==> config.mk <==
export PLATFORM = sky130hd
export DESIGN_NAME = reg_dump_streamer
export DESIGN_NICKNAME = d
export VERILOG_FILES = /design/src/rtl/reg_dump_streamer.sv
export SDC_FILE = /design/constraint.sdc
export NUM_CORES = 1
export LEC_CHECK = 0
export BUFFER_PORTS_ARGS = -buffer_cell sky130_fd_sc_hd__buf_2
export CAP_MARGIN = 15
export CORE_ASPECT_RATIO = 0.8
export CORE_MARGIN = 1.5
export CORE_UTILIZATION = 39
export CTS_BUF_LIST = sky130_fd_sc_hd__clkbuf_8
export CTS_CLUSTER_DIAMETER = 150
export CTS_CLUSTER_SIZE = 30
export DETAILED_ROUTE_END_ITERATION = 8
export HOLD_SLACK_MARGIN = 0.03
export PLACE_DENSITY = 0.74
export SLEW_MARGIN = 25
export SYNTH_ARGS = -nofsm -noshare
export SYNTH_HDL_FRONTEND = slang
export SYNTH_SLANG_ARGS = --single-unit
==> constraint.sdc <==
create_clock -name clk -period 2.96 [get_ports clk]
set_clock_uncertainty 0.15 [all_clocks]
set_input_delay 0.296 -clock clk [delete_from_list [all_inputs] [get_ports clk]]
set_output_delay 0.296 -clock clk [all_outputs]
set_load 0.1 [all_outputs]
==> src/rtl/reg_dump_streamer.sv <==
// Streams {index, value} beats for every register over valid/ready after a start pulse.
// Optional checksum beat: define REG_DUMP_CKSUM_EN to append the mod-2**DATA_W sum as a final beat.
module reg_dump_streamer #(
    parameter int NUM_REGS = 32,
    parameter int ADDR_W   = 5,
    parameter int DATA_W   = 32
) (
    input  logic              clk,
    input  logic              reset,
    input  logic              start,
    input  logic              abort,
    output logic [ADDR_W-1:0] rf_raddr,
    input  logic [DATA_W-1:0] rf_rdata,
    output logic              dump_valid,
    input  logic              dump_ready,
    output logic [ADDR_W-1:0] dump_index,
    output logic [DATA_W-1:0] dump_data,
    output logic              dump_last,
    output logic              dump_is_cksum,
    output logic              busy,
    output logic              done
);

    localparam logic [ADDR_W-1:0] LAST_IDX = ADDR_W'(NUM_REGS - 1);

    typedef enum logic [2:0] {
        S_IDLE  = 3'd0,
        S_READ  = 3'd1,
        S_SEND  = 3'd2,
        S_DONE  = 3'd3
`ifdef REG_DUMP_CKSUM_EN
        ,
        S_CKSUM = 3'd4
`endif
    } state_t;

    state_t            state_r, state_s;
    logic [ADDR_W-1:0] idx_r, idx_s;
    logic              valid_r, valid_s;
    logic [ADDR_W-1:0] index_r, index_s;
    logic [DATA_W-1:0] data_r, data_s;
    logic              last_r, last_s;
    logic              busy_r, busy_s;
    logic              done_r, done_s;
`ifdef REG_DUMP_CKSUM_EN
    logic [DATA_W-1:0] sum_r, sum_s;
    logic              cks_r, cks_s;

    function automatic logic [DATA_W-1:0] cksum_add(input logic [DATA_W-1:0] acc,
                                                    input logic [DATA_W-1:0] val);
        return acc + val;
    endfunction
`endif

    // Next-state and next-output decode; abort outranks every other transition.
    always_comb begin
        state_s = state_r;
        idx_s   = idx_r;
        valid_s = valid_r;
        index_s = index_r;
        data_s  = data_r;
        last_s  = last_r;
        busy_s  = busy_r;
        done_s  = 1'b0;
`ifdef REG_DUMP_CKSUM_EN
        sum_s   = sum_r;
        cks_s   = cks_r;
`endif
        if (abort && (state_r != S_IDLE)) begin
            state_s = S_IDLE;
            valid_s = 1'b0;
            last_s  = 1'b0;
            busy_s  = 1'b0;
`ifdef REG_DUMP_CKSUM_EN
            cks_s   = 1'b0;
`endif
        end else begin
            case (state_r)
                S_IDLE: begin
                    if (start) begin
                        state_s = S_READ;
                        idx_s   = '0;
                        busy_s  = 1'b1;
`ifdef REG_DUMP_CKSUM_EN
                        sum_s   = '0;
`endif
                    end else begin
                        state_s = S_IDLE;
                    end
                end
                S_READ: begin
                    state_s = S_SEND;
                    valid_s = 1'b1;
                    index_s = idx_r;
                    data_s  = rf_rdata;
`ifdef REG_DUMP_CKSUM_EN
                    last_s  = 1'b0;
                    sum_s   = cksum_add(sum_r, rf_rdata);
`else
                    last_s  = (idx_r == LAST_IDX);
`endif
                end
                S_SEND: begin
                    if (dump_ready) begin
                        valid_s = 1'b0;
                        last_s  = 1'b0;
                        if (idx_r == LAST_IDX) begin
`ifdef REG_DUMP_CKSUM_EN
                            state_s = S_CKSUM;
                            valid_s = 1'b1;
                            index_s = '0;
                            data_s  = sum_r;
                            last_s  = 1'b1;
                            cks_s   = 1'b1;
`else
                            state_s = S_DONE;
                            done_s  = 1'b1;
`endif
                        end else begin
                            idx_s   = idx_r + ADDR_W'(1);
                            state_s = S_READ;
                        end
                    end else begin
                        state_s = S_SEND;
                    end
                end
`ifdef REG_DUMP_CKSUM_EN
                S_CKSUM: begin
                    if (dump_ready) begin
                        state_s = S_DONE;
                        done_s  = 1'b1;
                        valid_s = 1'b0;
                        last_s  = 1'b0;
                        cks_s   = 1'b0;
                    end else begin
                        state_s = S_CKSUM;
                    end
                end
`endif
                S_DONE: begin
                    state_s = S_IDLE;
                    busy_s  = 1'b0;
                end
                default: begin
                    state_s = S_IDLE;
                    valid_s = 1'b0;
                    last_s  = 1'b0;
                    busy_s  = 1'b0;
                end
            endcase
        end
    end

    // State and registered outputs; reset drops any dump in progress.
    always_ff @(posedge clk or negedge reset) begin
        if (!reset) begin
            state_r <= S_IDLE;
            idx_r   <= '0;
            valid_r <= 1'b0;
            index_r <= '0;
            data_r  <= '0;
            last_r  <= 1'b0;
            busy_r  <= 1'b0;
            done_r  <= 1'b0;
`ifdef REG_DUMP_CKSUM_EN
            sum_r   <= '0;
            cks_r   <= 1'b0;
`endif
        end else begin
            state_r <= state_s;
            idx_r   <= idx_s;
            valid_r <= valid_s;
            index_r <= index_s;
            data_r  <= data_s;
            last_r  <= last_s;
            busy_r  <= busy_s;
            done_r  <= done_s;
`ifdef REG_DUMP_CKSUM_EN
            sum_r   <= sum_s;
            cks_r   <= cks_s;
`endif
        end
    end

    // The read address is the walk index itself, so it freezes while a beat is stalled.
    assign rf_raddr   = idx_r;
    assign dump_valid = valid_r;
    assign dump_index = index_r;
    assign dump_data  = data_r;
    assign dump_last  = last_r;
    assign busy       = busy_r;
    assign done       = done_r;
`ifdef REG_DUMP_CKSUM_EN
    assign dump_is_cksum = cks_r;
`else
    assign dump_is_cksum = 1'b0;
`endif

endmodule

==> impl_metrics.ini <==
[worst_setup_path]
max_stage_delay_ns = 0.45
arrival_ns = 2.17
crit_path_class = reg2reg
critPathBufInv = 0
type_of_element_capturing_the_critical_path = flop
worst_path_max_delay_cell = sky130_fd_sc_hd__dfrtp_1
timing.critical_path.cells = ha_1 > and3_1 > ha_1 > nand2b_1 > a22o_2 > o21ai_1 > o21ai_1
critPathMaxFanout = 8
cp_top_family = compound AO/OA/AOI/OAI gates
worst-endpoint-required_ns = 3.00
startpoint_type = flop

[floorplanning]
placeableCoreArea_mm2 = 0.00495
fp.dieH_um = 66.9
die_area_mm2 = 0.00555
row_count = 23
dieWidth_um = 82.9
io_pins = 84
initial_utilization_pct = 40.2

[min_path]
hold_path.class = in2reg

[placed_design]
gp_routability_congestion = 0.784
place_area_mm2 = 0.00246
place_worst_setup_slack_ns = 0.842
hpwl_mm = 2.73
dp_cells = 282
numPortBuffers = 82

[global_route]
grt_remaining_overflow = 0
first_global_vias = 1279
antenna_found_initial = 0
groute.usage.overall_pct = 14.0
grt_start_max_net_pins = 49
wire_length_of_the_first_global_routing_pass_mm = 5.98

[sta]
finalMaxSlewViolations = 0
layout_worst_path_cycle_share_pct = 71.9
grt_setup_unrepaired = false
timing.fmax_ghz = 0.470
setup-tns-final_ns = 0
worst_slack_ns = 0.833
tightestPinTransition_ns = 0.592
finalHoldViolCount = 0
report.final.setup_viol = 0
timing.final.crit_period_ns = 2.13
max_slew_headroom_at_the_worst_pin_pct = 60.6

[finish]
final_cell_count_no_fill = 291
drive_above_1_share_pct = 56.8
antenna_cells_inserted = 0
design.final.nets = 271
nFillCells = 433
final_cell_area_mm2 = 0.00256
area.growth.synth_to_final_pct = 28.7

[clocking]
clkSlewWorstSetupHoldPaths_ns = 0.08
cts_htree_levels = 2
tritoncts = yes
maximum_buffer_depth_of_the_clock_tree = 2
cts_buffers = 5
cts_num_sinks = 48
worstSkewPairLatency_ns = 0.30
number_of_buffers_inserted_to_repair_setup_after_cts = 0
clockRootBuffer = sky130_fd_sc_hd__clkbuf_8

[yosys]
postSynth.topFlopCell = sky130_fd_sc_hd__dfrtp_1
postSynthCellCount = 141
synth_compound_area_share_pct = 6.53
mappedNetlistNets = 184
post_synth_instance_area_mm2 = 0.00199
post_synth_xor_area_fraction_pct = 0
synth_top_family_by_area = multiplexers
synth.cells.most_frequent = sky130_fd_sc_hd__dfrtp_1, sky130_fd_sc_hd__mux2_2, sky130_fd_sc_hd__nand2_1, sky130_fd_sc_hd__ha_1
synth.top_cells.by_area = sky130_fd_sc_hd__dfrtp_1, sky130_fd_sc_hd__mux2_2, sky130_fd_sc_hd__ha_1
post_synth_edffs = 0
post_synthesis_sequential_area_ratio_pct = 60.3
synth.most_common_cell = sky130_fd_sc_hd__dfrtp_1
post-synth-top-area-fraction_pct = 60.3
yosys.area_share.adder_pct = 3.77
synth.distinct_cells = 28
synth.ff_latch_count = 48
asyncSetResetFlopFracSynth_pct = 100
synthDominantAreaCellType = sky130_fd_sc_hd__dfrtp_1
synthesis.yosys.warnings = 0
synth.area.mux_share_pct = 21.4
average_cell_area_after_synthesis_um2 = 14.1
synth_simple_gate_area_share_pct = 5.34

[detailed_routing]
route.final.wire_length_mm = 3.75
avgViaCountPerCell = 4.68
detailroute.via_count = 1362
drtPass1Iterations = 4
drc = 0
drt_iter0_drc = 41
ant_nets = 0
route.detailed.wl_per_inst_um = 12.9

[run]
drv_cap = 0

[outcome]
status = completed
worst reg2reg max path, cell delays in order, from the launching register on:
cell                       delay, ns
sky130_fd_sc_hd__dfrtp_1        0.45
sky130_fd_sc_hd__ha_1           0.25
sky130_fd_sc_hd__and3_1         0.19
sky130_fd_sc_hd__ha_1           0.23
sky130_fd_sc_hd__nand2b_1       0.19
sky130_fd_sc_hd__a22o_2         0.33
sky130_fd_sc_hd__o21ai_1        0.16
sky130_fd_sc_hd__o21ai_1        0.08
flip-flops by register name (all words and copies together), names as in the netlist:
name	count
dump_valid	1
done	1
state_r	2
dump_index	5
dump_last	1
busy	1
rf_raddr	5
dump_data	32
layer usage:
layer | up-vias | global-route usage, % | routed length, µm
met5 | - | 0 | 0
met4 | 0 | 7.50 | 87
met3 | 9 | 4.34 | 231
met2 | 48 | 22.8 | 1740
met1 | 637 | 17.0 | 1680
li1 | 668 | - | -
what timing repair did:
action                    in CTS  in global routing
hold endpoints to repair      48                  0
hold buffers                   1                  0
gates resized for setup        0                  0
metrics by stage:
stage	hold slack [ns]	util, %
CTS	0.0500	51.8
global placement	0.326	49.6
global route	0.0530	51.8
floorplan	-0.150	-
detailed placement	0.193	49.7
finish	0.0559	51.8
logic make-up (layout without fill, tap and decap cells):
kind of cell,Yosys count,count (layout)
flip-flops,48,48
multiplexers,38,38
AND/OR/NAND/NOR,21,21
AO/OA/AOI/OAI,18,18
buffers and inverters,9,97
adder cells (fa/ha/maj),6,6
other,1,1
area by class of cell:
type | count | area [µm²] | share of cell area, %
Multi-Input combinational cell | 84 | 742 | 28.9
Timing Repair Buffer | 84 | 430 | 16.8
Inverter | 5 | 18.8 | 0.732
Tap cell | 62 | 77.6 | 3.03
Clock buffer | 6 | 82.6 | 3.22
Clock inverter | 2 | 11.3 | 0.439
Sequential cell | 48 | 1200 | 46.9
path summary, 6_finish.rpt:
kind | startpoint | endpoint | slack (ns) | depth (start not counted)
min in group asynchronous | reset | dump_data[28]$_DFFE_PN0P_ | 0.38 | 2
setup reg to reg | rf_raddr[0]$_DFFE_PN0P_ | rf_raddr[3]$_DFFE_PN0P_ | 0.83 | 7
hold reg to reg | dump_data[3]$_DFFE_PN0P_ | dump_data[3]$_DFFE_PN0P_ | 0.34 | 1
setup / recovery | rf_raddr[0]$_DFFE_PN0P_ | rf_raddr[3]$_DFFE_PN0P_ | 0.83 | 7
max in group asynchronous | reset | dump_data[20]$_DFFE_PN0P_ | 1.87 | 2
hold / removal | rf_rdata[3] | dump_data[3]$_DFFE_PN0P_ | 0.06 | 2
layout by cell type (no fill, tap or decap), types with 2 or more instances in the layout:
master	n
sky130_fd_sc_hd__a21oi_1	2
sky130_fd_sc_hd__dfrtp_1	48
sky130_fd_sc_hd__buf_2	81
sky130_fd_sc_hd__inv_1	6
sky130_fd_sc_hd__nor2_1	5
sky130_fd_sc_hd__mux2_2	36
sky130_fd_sc_hd__nand2_1	8
sky130_fd_sc_hd__buf_4	2
sky130_fd_sc_hd__clkbuf_8	6
sky130_fd_sc_hd__ha_1	6
sky130_fd_sc_hd__a31oi_1	2
sky130_fd_sc_hd__o21ai_1	5
sky130_fd_sc_hd__o21ai_0	3
Power is not shown: default switching activity piles up to over one toggle a cycle in this logic, so the estimate is an artifact.
